### src/rtl/filter_frame_ctrl.sv
// Frame-synchronous bypass sequencer for the 3x3 window filters.
// Measures each frame's active geometry from de/vs and checks it against
// the filter's line-buffer limits. Bypass changes are committed only at
// frame close, so a frame is never filtered half-on/half-off.
//
// Handshake: there is no valid/ready flow here. status_valid_o is a
// one-cycle strobe that marks the cycle in which frame_width_o and
// frame_height_o take new values. err_clr is a single-cycle request that
// clears the sticky flags, and a newly detected error in that same cycle wins.
module filter_frame_ctrl #(
    parameter int LINE_SIZE_MAX = 1024,
    parameter int CNT_WIDTH     = 12
) (
    input  logic                 clk,
    input  logic                 rst,
    input  logic                 bypass_req,
    input  logic                 err_clr,
    input  logic                 de_i,
    input  logic                 hs_i,
    input  logic                 vs_i,
    output logic                 bypass_o,
    output logic [CNT_WIDTH-1:0] frame_width_o,
    output logic [CNT_WIDTH-1:0] frame_height_o,
    output logic                 status_valid_o,
    output logic                 err_size_o,
    output logic                 err_irreg_o,
    output logic [1:0]           state_o
);

    typedef enum logic [1:0] {
        WAIT_SYNC = 2'd0,
        ACTIVE    = 2'd1,
        BLANK     = 2'd2
    } state_t;

    localparam logic [CNT_WIDTH-1:0] CNT_MAX = '1;

    state_t               state, state_nxt;
    logic                 de_d, vs_d;
    logic                 vs_rise, vs_fall, line_end;
    logic                 start, close;
    logic [CNT_WIDTH-1:0] pix_cnt, line_cnt, first_w;
    logic                 irreg;
    logic [CNT_WIDTH-1:0] line_cnt_upd, first_w_upd;
    logic                 irreg_upd;
    logic                 size_bad;
    logic                 hs_unused;

    // Horizontal sync carries no information the counters need.
    assign hs_unused = hs_i;

    assign vs_rise  = vs_i & ~vs_d;
    assign vs_fall  = ~vs_i & vs_d;
    assign line_end = ~de_i & de_d;
    assign state_o  = state;

    // Delayed copies of de/vs for edge detection.
    always_ff @(posedge clk) begin
        if (rst) begin
            de_d <= 1'b0;
            vs_d <= 1'b0;
        end else begin
            de_d <= de_i;
            vs_d <= vs_i;
        end
    end

    // FSM state register.
    always_ff @(posedge clk) begin
        if (rst) state <= WAIT_SYNC;
        else     state <= state_nxt;
    end

    // Next-state logic; start opens a measurement, close ends one.
    always_comb begin
        state_nxt = state;
        start     = 1'b0;
        close     = 1'b0;
        case (state)
            WAIT_SYNC: if (vs_rise) state_nxt = BLANK;
            BLANK: begin
                if (vs_fall) begin
                    state_nxt = ACTIVE;
                    start     = 1'b1;
                end
            end
            ACTIVE: begin
                if (vs_rise) begin
                    state_nxt = BLANK;
                    close     = 1'b1;
                end
            end
            default: state_nxt = WAIT_SYNC;
        endcase
    end

    // Line bookkeeping as it stands after this cycle, so a line ending on the
    // vs_rise cycle is already folded into the values used for frame close.
    always_comb begin
        line_cnt_upd = line_cnt;
        first_w_upd  = first_w;
        irreg_upd    = irreg;
        if (state == ACTIVE && line_end) begin
            if (line_cnt != CNT_MAX) line_cnt_upd = line_cnt + 1'b1;
            if (line_cnt == '0)           first_w_upd = pix_cnt;
            else if (pix_cnt != first_w)  irreg_upd   = 1'b1;
        end
        size_bad = (first_w_upd < CNT_WIDTH'(3))
                 | (32'(first_w_upd) > 32'(LINE_SIZE_MAX))
                 | (line_cnt_upd < CNT_WIDTH'(3));
    end

    // Pixel/line counters, saturating; idle outside ACTIVE.
    always_ff @(posedge clk) begin
        if (rst || start) begin
            pix_cnt  <= '0;
            line_cnt <= '0;
            first_w  <= '0;
            irreg    <= 1'b0;
        end else if (state == ACTIVE) begin
            if (de_i) begin
                if (pix_cnt != CNT_MAX) pix_cnt <= pix_cnt + 1'b1;
            end else if (line_end) begin
                pix_cnt <= '0;
            end
            line_cnt <= line_cnt_upd;
            first_w  <= first_w_upd;
            irreg    <= irreg_upd;
        end
    end

    // Frame-close reporting, bypass commit and sticky error flags.
    always_ff @(posedge clk) begin
        if (rst) begin
            bypass_o       <= 1'b1;
            frame_width_o  <= '0;
            frame_height_o <= '0;
            status_valid_o <= 1'b0;
            err_size_o     <= 1'b0;
            err_irreg_o    <= 1'b0;
        end else begin
            status_valid_o <= close;
            if (close) begin
                frame_width_o  <= first_w_upd;
                frame_height_o <= line_cnt_upd;
                bypass_o       <= bypass_req | size_bad | irreg_upd;
            end
            err_size_o  <= (err_size_o  & ~err_clr) | (close & size_bad);
            err_irreg_o <= (err_irreg_o & ~err_clr) | (close & irreg_upd);
        end
    end

endmodule

### config.mk
export PLATFORM = sky130hd
export DESIGN_NAME = filter_frame_ctrl
export DESIGN_NICKNAME = d
export VERILOG_FILES = /design/src/rtl/filter_frame_ctrl.sv
export SDC_FILE = /design/constraint.sdc
export NUM_CORES = 1
export LEC_CHECK = 0
export ABC_AREA = 1
export ABC_CLOCK_PERIOD_IN_PS = 4380
export CAP_MARGIN = 0
export CORE_AREA = 10 10 103 105
export DETAILED_ROUTE_END_ITERATION = 12
export DIE_AREA = 0 0 113 115
export PLACE_DENSITY = 0.63
export SYNTH_ARGS = -nofsm -noshare
export SYNTH_HDL_FRONTEND = slang
export SYNTH_SLANG_ARGS = --single-unit
### constraint.sdc
create_clock -name clk -period 4.38 [get_ports clk]
set_input_delay 0.876 -clock clk [delete_from_list [all_inputs] [get_ports clk]]
set_output_delay 0.876 -clock clk [all_outputs]
set_load 0.05 [all_outputs]
==> impl_metrics.py, run 1 <==
metrics = {
    "min_path": {
        "hold_end": "err_size_o",
        "min_from": "err_size_o",
        "hold_path_class": "register to register",
        "hold_depth": 2,
    },
    "floorplan": {
        "initial_utilization": 0.392,
        "core_area_um2": 8550,
        "die_w_um": 113,
        "io_pins": 37,
        "rows": 34,
        "dieArea_um2": 13000,
        "fp.dieH_um": 115,
    },
    "worst_setup_path": {
        "r2r_end": "pix_cnt[9]",
        "cp-end-kind": "register",
        "cp_max_fo": 27,
        "path_cells": "clkdlybuf4s50_1 -> nor2_2 -> nand2_4 -> inv_6 -> nand3_2 -> o21ai_1 -> nand2_1 -> nor2_2 -> nand3_1 -> nand2_1 -> nand3_2 -> nand3_1 -> nand2_1",
        "cp.required_ns": 4.61,
        "rr_worst_depth": 12,
        "crit_type": "input port to register",
        "max_stage_delay_ns": 0.49,
        "worstReg2RegStart": "pix_cnt[0]",
        "crit_slowest_cell": "clkdlybuf4s50_1",
        "cpMostUsedCell": "nand2_1",
        "crit_path_start_kind": "input port",
        "r2r_slack_ns": 2.11,
        "arrival_ns": 3.06,
    },
    "synthesis": {
        "synth-edff-count": 0,
        "synth_top_area_share": 0.413,
        "syn-cell-area_um2": 3350,
        "yosysWarnings": 0,
        "synth_xor_area_frac": 0.0362,
        "synth.avg_cell_area_um2": 6.95,
        "synth_simple_gate_area_frac": 0.344,
        "yosysSeqAreaShare": 0.413,
        "syn_nets": 492,
        "synth-adder-area-share": 0.0112,
        "ys_async_sr_fraction": 0,
        "muxShareOfSynthArea": 0,
        "yosys.area.top_type": "dfxtp_1",
        "synth_compound_area_frac": 0.0949,
        "synth_top_family_by_area": "simple AND/OR/NAND/NOR gates",
        "post_synth_num_cell_types": 33,
        "synth_seq_cells": 69,
        "ys.flop_type": "dfxtp_1",
        "synth_area_leaders": "dfxtp_1 41%, nand2_1 9.8%, nand3_1 9.6%",
        "synth_cells": 482,
        "synth.top_cells.by_count": "87 x nand2_1, 69 x dfxtp_1, 64 x nand3_1, 64 x nor2_1, 60 x inv_1",
        "synth.most_common_cell": "nand2_1",
    },
    "timing": {
        "fmax_mhz": 354,
        "hold_ws_ns": 0.480,
        "hold_viol": 0,
        "layout_worst_path_cycle_share": 0.645,
        "finalMaxSlewViolations": 0,
        "skew_ns": 0.0119,
        "fin_crit_ns": 2.82,
        "finalWorstSetupSlack_ns": 1.56,
        "maxSlewHeadroom": 0.512,
        "rsz0062_at_grt": "no",
        "setup_violations": 0,
        "worst_slew_pin_slew_ns": 0.728,
        "finalSetupTns_ns": 0,
    },
    "placement": {
        "post-dp-hpwl_um": 6300,
        "place.gp.congestion": 0.892,
        "portBuffers": 35,
        "place_area_um2": 3770,
        "place_inst": 612,
        "preCtsSetupSlack_ns": 1.19,
    },
    "grt": {
        "grt_max_degree": 28,
        "grt_pass1_vias": 3096,
        "gr-usage-all-layers": 0.135,
        "grt-ovfl-total": 0,
        "grt_pass1_wl_um": 14600,
        "antenna_found_initial": 0,
    },
    "clock_network": {
        "htreeDepth": 3,
        "cts_resized": 0,
        "clk_latency_ns": 0.35,
        "holdBufCountCts": 0,
        "cts_made_buffers": 9,
        "cts_tree": "done",
        "cts_num_sinks": 69,
        "cts_setup_buffers": 0,
        "clk_pin_slew_ns": 0.07,
        "cts_root_buf": "clkbuf_8",
        "cts_max_path_buffers": 2,
    },
    "pwr": {
        "p_per_area_nw_per_um2": 316,
        "power.leakage_nw": 1.66,
        "total_power_mw": 1.26,
        "ir_worst_vdd_mv": 0.135,
    },
    "drt": {
        "vias_per_cell": 5.02,
        "wire_per_inst_um": 13.4,
        "route.detailed.drc": 0,
        "drt-initial-drc-count": 140,
        "drt-pass1-iter-count": 4,
        "vias": 3153,
        "postRouteAntennaNets": 0,
        "routed_wl_um": 8420,
    },
    "final_layout": {
        "area_delta_synth_final_pct": 19.2,
        "instances_no_fill": 628,
        "fin_nets": 525,
        "finish.utilization": 0.467,
        "drive_gt1_frac": 0.0731,
        "design_area_um2": 3990,
        "diodes": 0,
        "fillCellCount": 872,
    },
    "flow_run": {
        "drv_cap": 0,
    },
    "run_status": {
        "outcome": "complete, no violations",
    },
}
==> critical path: cells and delay by family <==
kind / cells / cell delay (ns)
and+or+nand+nor: 10 / 1.17
AOI/OAI and AO/OA: 1 / 0.29
buffers and inverters: 2 / 0.69
==> kinds of logic after synthesis <==
group | after synthesis
AND/OR/NAND/NOR | 255
buffers and inverters | 81
flip-flops | 69
AO/OA/AOI/OAI | 61
XOR/XNOR | 13
adder cells (fa/ha/maj) | 3
==> routing by layer <==
layer | track usage | wire, µm | up-vias
li1 | - | - | 1616
met1 | 0.155 | 3590 | 1463
met2 | 0.234 | 4280 | 56
met3 | 0.0396 | 405 | 18
met4 | 0.0508 | 150 | 0
met5 | 0 | 0 | -
==> state kept, by name, indices dropped and copies added, names as in the netlist <==
register and cells:
line_cnt 12, err_size_o 1, err_irreg_o 1, irreg 1
first_w 12, frame_width_o 12, pix_cnt 12, vs_d 1
bypass_o 1, de_d 1, frame_height_o 12, state_o 2
status_valid_o 1
==> cells in the final DEF, fill, tap and decap left out, types with 7 or more instances in the layout <==
| cell type | Yosys | layout |
|---|---|---|
| nor3_1 | 10 | 10 |
| dfxtp_1 | 69 | 69 |
| clkdlybuf4s50_1 | 0 | 35 |
| nand3_1 | 64 | 64 |
| nor2_1 | 64 | 64 |
| xor2_1 | 10 | 10 |
| a21oi_1 | 18 | 18 |
| o21ai_0 | 35 | 35 |
| nand2_1 | 87 | 87 |
| inv_1 | 60 | 60 |
| nand4_1 | 9 | 9 |
| nor2_2 | 7 | 7 |
| clkbuf_8 | 0 | 9 |
==> power by group <==
part	leakage, nW	internal (mW)	switching [mW]
combinational	0.997	0.0123	0.0283
clock	0.111	0.327	0.262
sequential	0.556	0.630	0.00238
==> area by class of cell <==
cell class / count / area (µm²) / share of cell area
clock buffer: 10 / 128 / 0.0320
clock inverter: 6 / 95.1 / 0.0238
multi-input combinational: 332 / 1630 / 0.408
timing repair buffer: 38 / 373 / 0.0934
inverter: 65 / 249 / 0.0624
tap: 108 / 135 / 0.0339
sequential: 69 / 1380 / 0.346
==> how the worst max path moves through the flow <==
stage / from / to / depth (start not counted)
3_5_place_dp: de_i / err_size_o / 13
6_report: de_i / err_size_o / 13
4_1_cts: de_i / err_size_o / 13
2_1_floorplan: de_i / bypass_o / 13
5_1_grt: de_i / err_size_o / 13
3_3_place_gp: de_i / err_size_o / 13
Power figures use the tool's default switching activity.
==> run 2: changes to the inputs <==
--- a/config.mk
+++ b/config.mk
@@ -6,7 +6,7 @@
 export NUM_CORES = 1
 export LEC_CHECK = 0
 export ABC_AREA = 1
-export ABC_CLOCK_PERIOD_IN_PS = 4380
+export ABC_CLOCK_PERIOD_IN_PS = 2700
 export CAP_MARGIN = 0
 export CORE_AREA = 10 10 103 105
 export DETAILED_ROUTE_END_ITERATION = 12
==> constraint.sdc (replaced) <==
create_clock -name clk -period 2.7 [get_ports clk]
set_input_delay 0.54 -clock clk [delete_from_list [all_inputs] [get_ports clk]]
set_output_delay 0.54 -clock clk [all_outputs]
set_load 0.05 [all_outputs]
==> run 2 against run 1 <==
Critical path depth unchanged; core utilization up 1.1 points; global-route usage about the same; die area unchanged; clock power up 66%; hold slack better by 0.0020 ns; clock skew about the same; sequential share of layout area down 0.79 points; worst setup slack worse by 1.0 ns; flip-flop and latch count unchanged; sequential power up 63%; critical path type unchanged; largest power group unchanged.
==> impl_metrics.py, run 2 (synthesis gave the netlist of run 1 again) <==
metrics = {
    "drt": {
        "drt-pass1-iter-count": 4,
        "routed_wl_um": 8480,
        "drt-initial-drc-count": 164,
        "route.detailed.drc": 0,
        "postRouteAntennaNets": 0,
        "wire_per_inst_um": 13.3,
        "vias": 3141,
        "vias_per_cell": 4.92,
    },
    "grt": {
        "grt_pass1_wl_um": 14600,
        "gr-usage-all-layers": 0.135,
        "grt-ovfl-total": 0,
        "grt_pass1_vias": 3082,
        "grt_max_degree": 26,
        "antenna_found_initial": 0,
    },
    "pwr": {
        "p_sw_frac": 0.220,
        "p_clk_frac": 0.472,
        "p_int_mw": 1.62,
        "power.leakage_nw": 1.72,
        "p_per_area_nw_per_um2": 508,
        "pwr-share-comb": 0.033,
        "seqPwrFrac": 0.494,
        "p_sw_uw": 457,
        "ir_worst_vdd_mv": 0.334,
    },
    "worst_setup_path": {
        "cp-end-kind": "register",
        "startpoint": "de_i",
        "crit_path_start_kind": "input port",
        "cp_max_fo": 9,
        "crit_type": "input port to register",
        "path_buf_inv": 2,
        "cpMostUsedCell": "nand2_1",
        "cp_top_family": "simple AND/OR/NAND/NOR gates",
        "path_cells": "clkdlybuf4s50_1 -> nor2_2 -> nand2_4 -> inv_6 -> nand3_2 -> o21ai_1 -> nand2_1 -> nor2_2 -> nand3_1 -> nand2_1 -> nand3_2 -> nand2_1 -> nand3_1",
        "worstReg2RegStart": "line_cnt[0]",
        "max_stage_delay_ns": 0.43,
        "cp.required_ns": 2.94,
        "crit_slowest_cell": "clkdlybuf4s50_1",
        "arrival_ns": 2.39,
    },
    "final_layout": {
        "layout.cells.most_common": "nand2_1",
        "design_area_um2": 4080,
        "fin_nets": 536,
        "fillCellCount": 843,
        "area_delta_synth_final_pct": 21.9,
        "drive_gt1_frac": 0.0942,
        "mostFrequentLayoutCells": "87 x nand2_1, 69 x dfxtp_1, 64 x nor2_1, 64 x nand3_1, 60 x inv_1",
        "diodes": 0,
    },
    "run_status": {
        "outcome": "complete, no violations",
    },
    "min_path": {
        "hold_path_class": "register to register",
        "min_from": "err_size_o",
    },
    "timing": {
        "finalMaxSlewViolations": 0,
        "setup_violations": 0,
        "layout_worst_path_cycle_share": 0.796,
        "finalWorstSetupSlack_ns": 0.550,
        "fin_crit_ns": 2.15,
        "finalSetupTns_ns": 0,
        "worst_slew_pin_slew_ns": 0.563,
        "skew_ns": 0.0121,
        "fmax_mhz": 465,
        "maxSlewHeadroom": 0.624,
        "rsz0062_at_grt": "no",
        "hold_viol": 0,
    },
    "placement": {
        "place_area_um2": 3850,
        "place.gp.congestion": 0.872,
        "post-dp-hpwl_um": 6420,
        "preCtsSetupSlack_ns": 0.181,
        "portBuffers": 35,
    },
    "floorplan": {
        "dieArea_um2": 13000,
        "rows": 34,
        "fp.dieH_um": 115,
        "core_area_um2": 8550,
        "die_w_um": 113,
        "io_pins": 37,
        "initial_utilization": 0.392,
    },
    "clock_network": {
        "cts_tree": "done",
        "clk_latency_ns": 0.35,
        "cts_setup_buffers": 0,
        "cts_resized": 0,
        "cts_num_sinks": 69,
        "cts_max_path_buffers": 2,
        "holdBufCountCts": 0,
        "cts_root_buf": "clkbuf_8",
        "htreeDepth": 3,
        "cts_made_buffers": 9,
        "clk_pin_slew_ns": 0.07,
    },
    "flow_run": {
        "drv_cap": 0,
    },
}
## run 2: cell count changes in the layout (fill, tap and decap cells not counted)
cell and change:
inv_6 -1, clkinv_2 +1, buf_4 +11, clkinvlp_4 +1, clkbuf_1 -1, clkbuf_8 +2, clkinv_4 -2
## run 2: path summary, 6_finish.rpt
path / to / slack [ns] / depth (start not counted)
max: bypass_o / 0.55 / 13
min: err_size_o / 0.48 / 2
max reg2reg: bypass_o / 0.59 / 13
min reg2reg: err_size_o / 0.48 / 2
## run 2: area by class of cell
class	instances	area, µm²	area share
repair buffers	49	455	0.112
inverters	65	249	0.0610
flip-flops and latches	69	1380	0.338
multi-input cells	332	1630	0.399
clock inverters	5	81.3	0.0199
well taps	108	135	0.0331
clock buffers	11	151	0.0371
## run 2: metrics by stage
stage	utilization	std cells	power [mW]	hold slack, ns
floorplan	-	482	1.09	0.464
global placement	0.450	623	1.12	0.468
detailed placement	0.450	623	1.12	0.473
CTS	0.477	639	2.09	0.490
global route	0.477	639	2.14	0.510
finish	0.477	639	2.07	0.482
## run 2: tightest hold or removal path: stages (launching register included)
cell	delay, ns
dfxtp_1	0.32
nand3_1	0.08
nand2_1	0.05
## run 2: power groups by stage
| stage | logic [mW] | clock network (mW) | registers (mW) |
|---|---|---|---|
| finish | 0.0693 | 0.979 | 1.03 |
| global route | 0.0765 | 1.04 | 1.03 |
| CTS | 0.0695 | 0.998 | 1.03 |
| detailed placement | 0.0694 | 0 | 1.05 |
| floorplan | 0.0343 | 0 | 1.06 |
| global placement | 0.0689 | 0 | 1.05 |
## run 2: routing by layer
metal | vias up | routed length, µm | GRT usage
met2 | 40 | 4210 | 0.240
met1 | 1451 | 3890 | 0.154
met4 | 0 | 146 | 0.0465
li1 | 1637 | - | -
met3 | 13 | 240 | 0.0359
met5 | - | 0 | 0
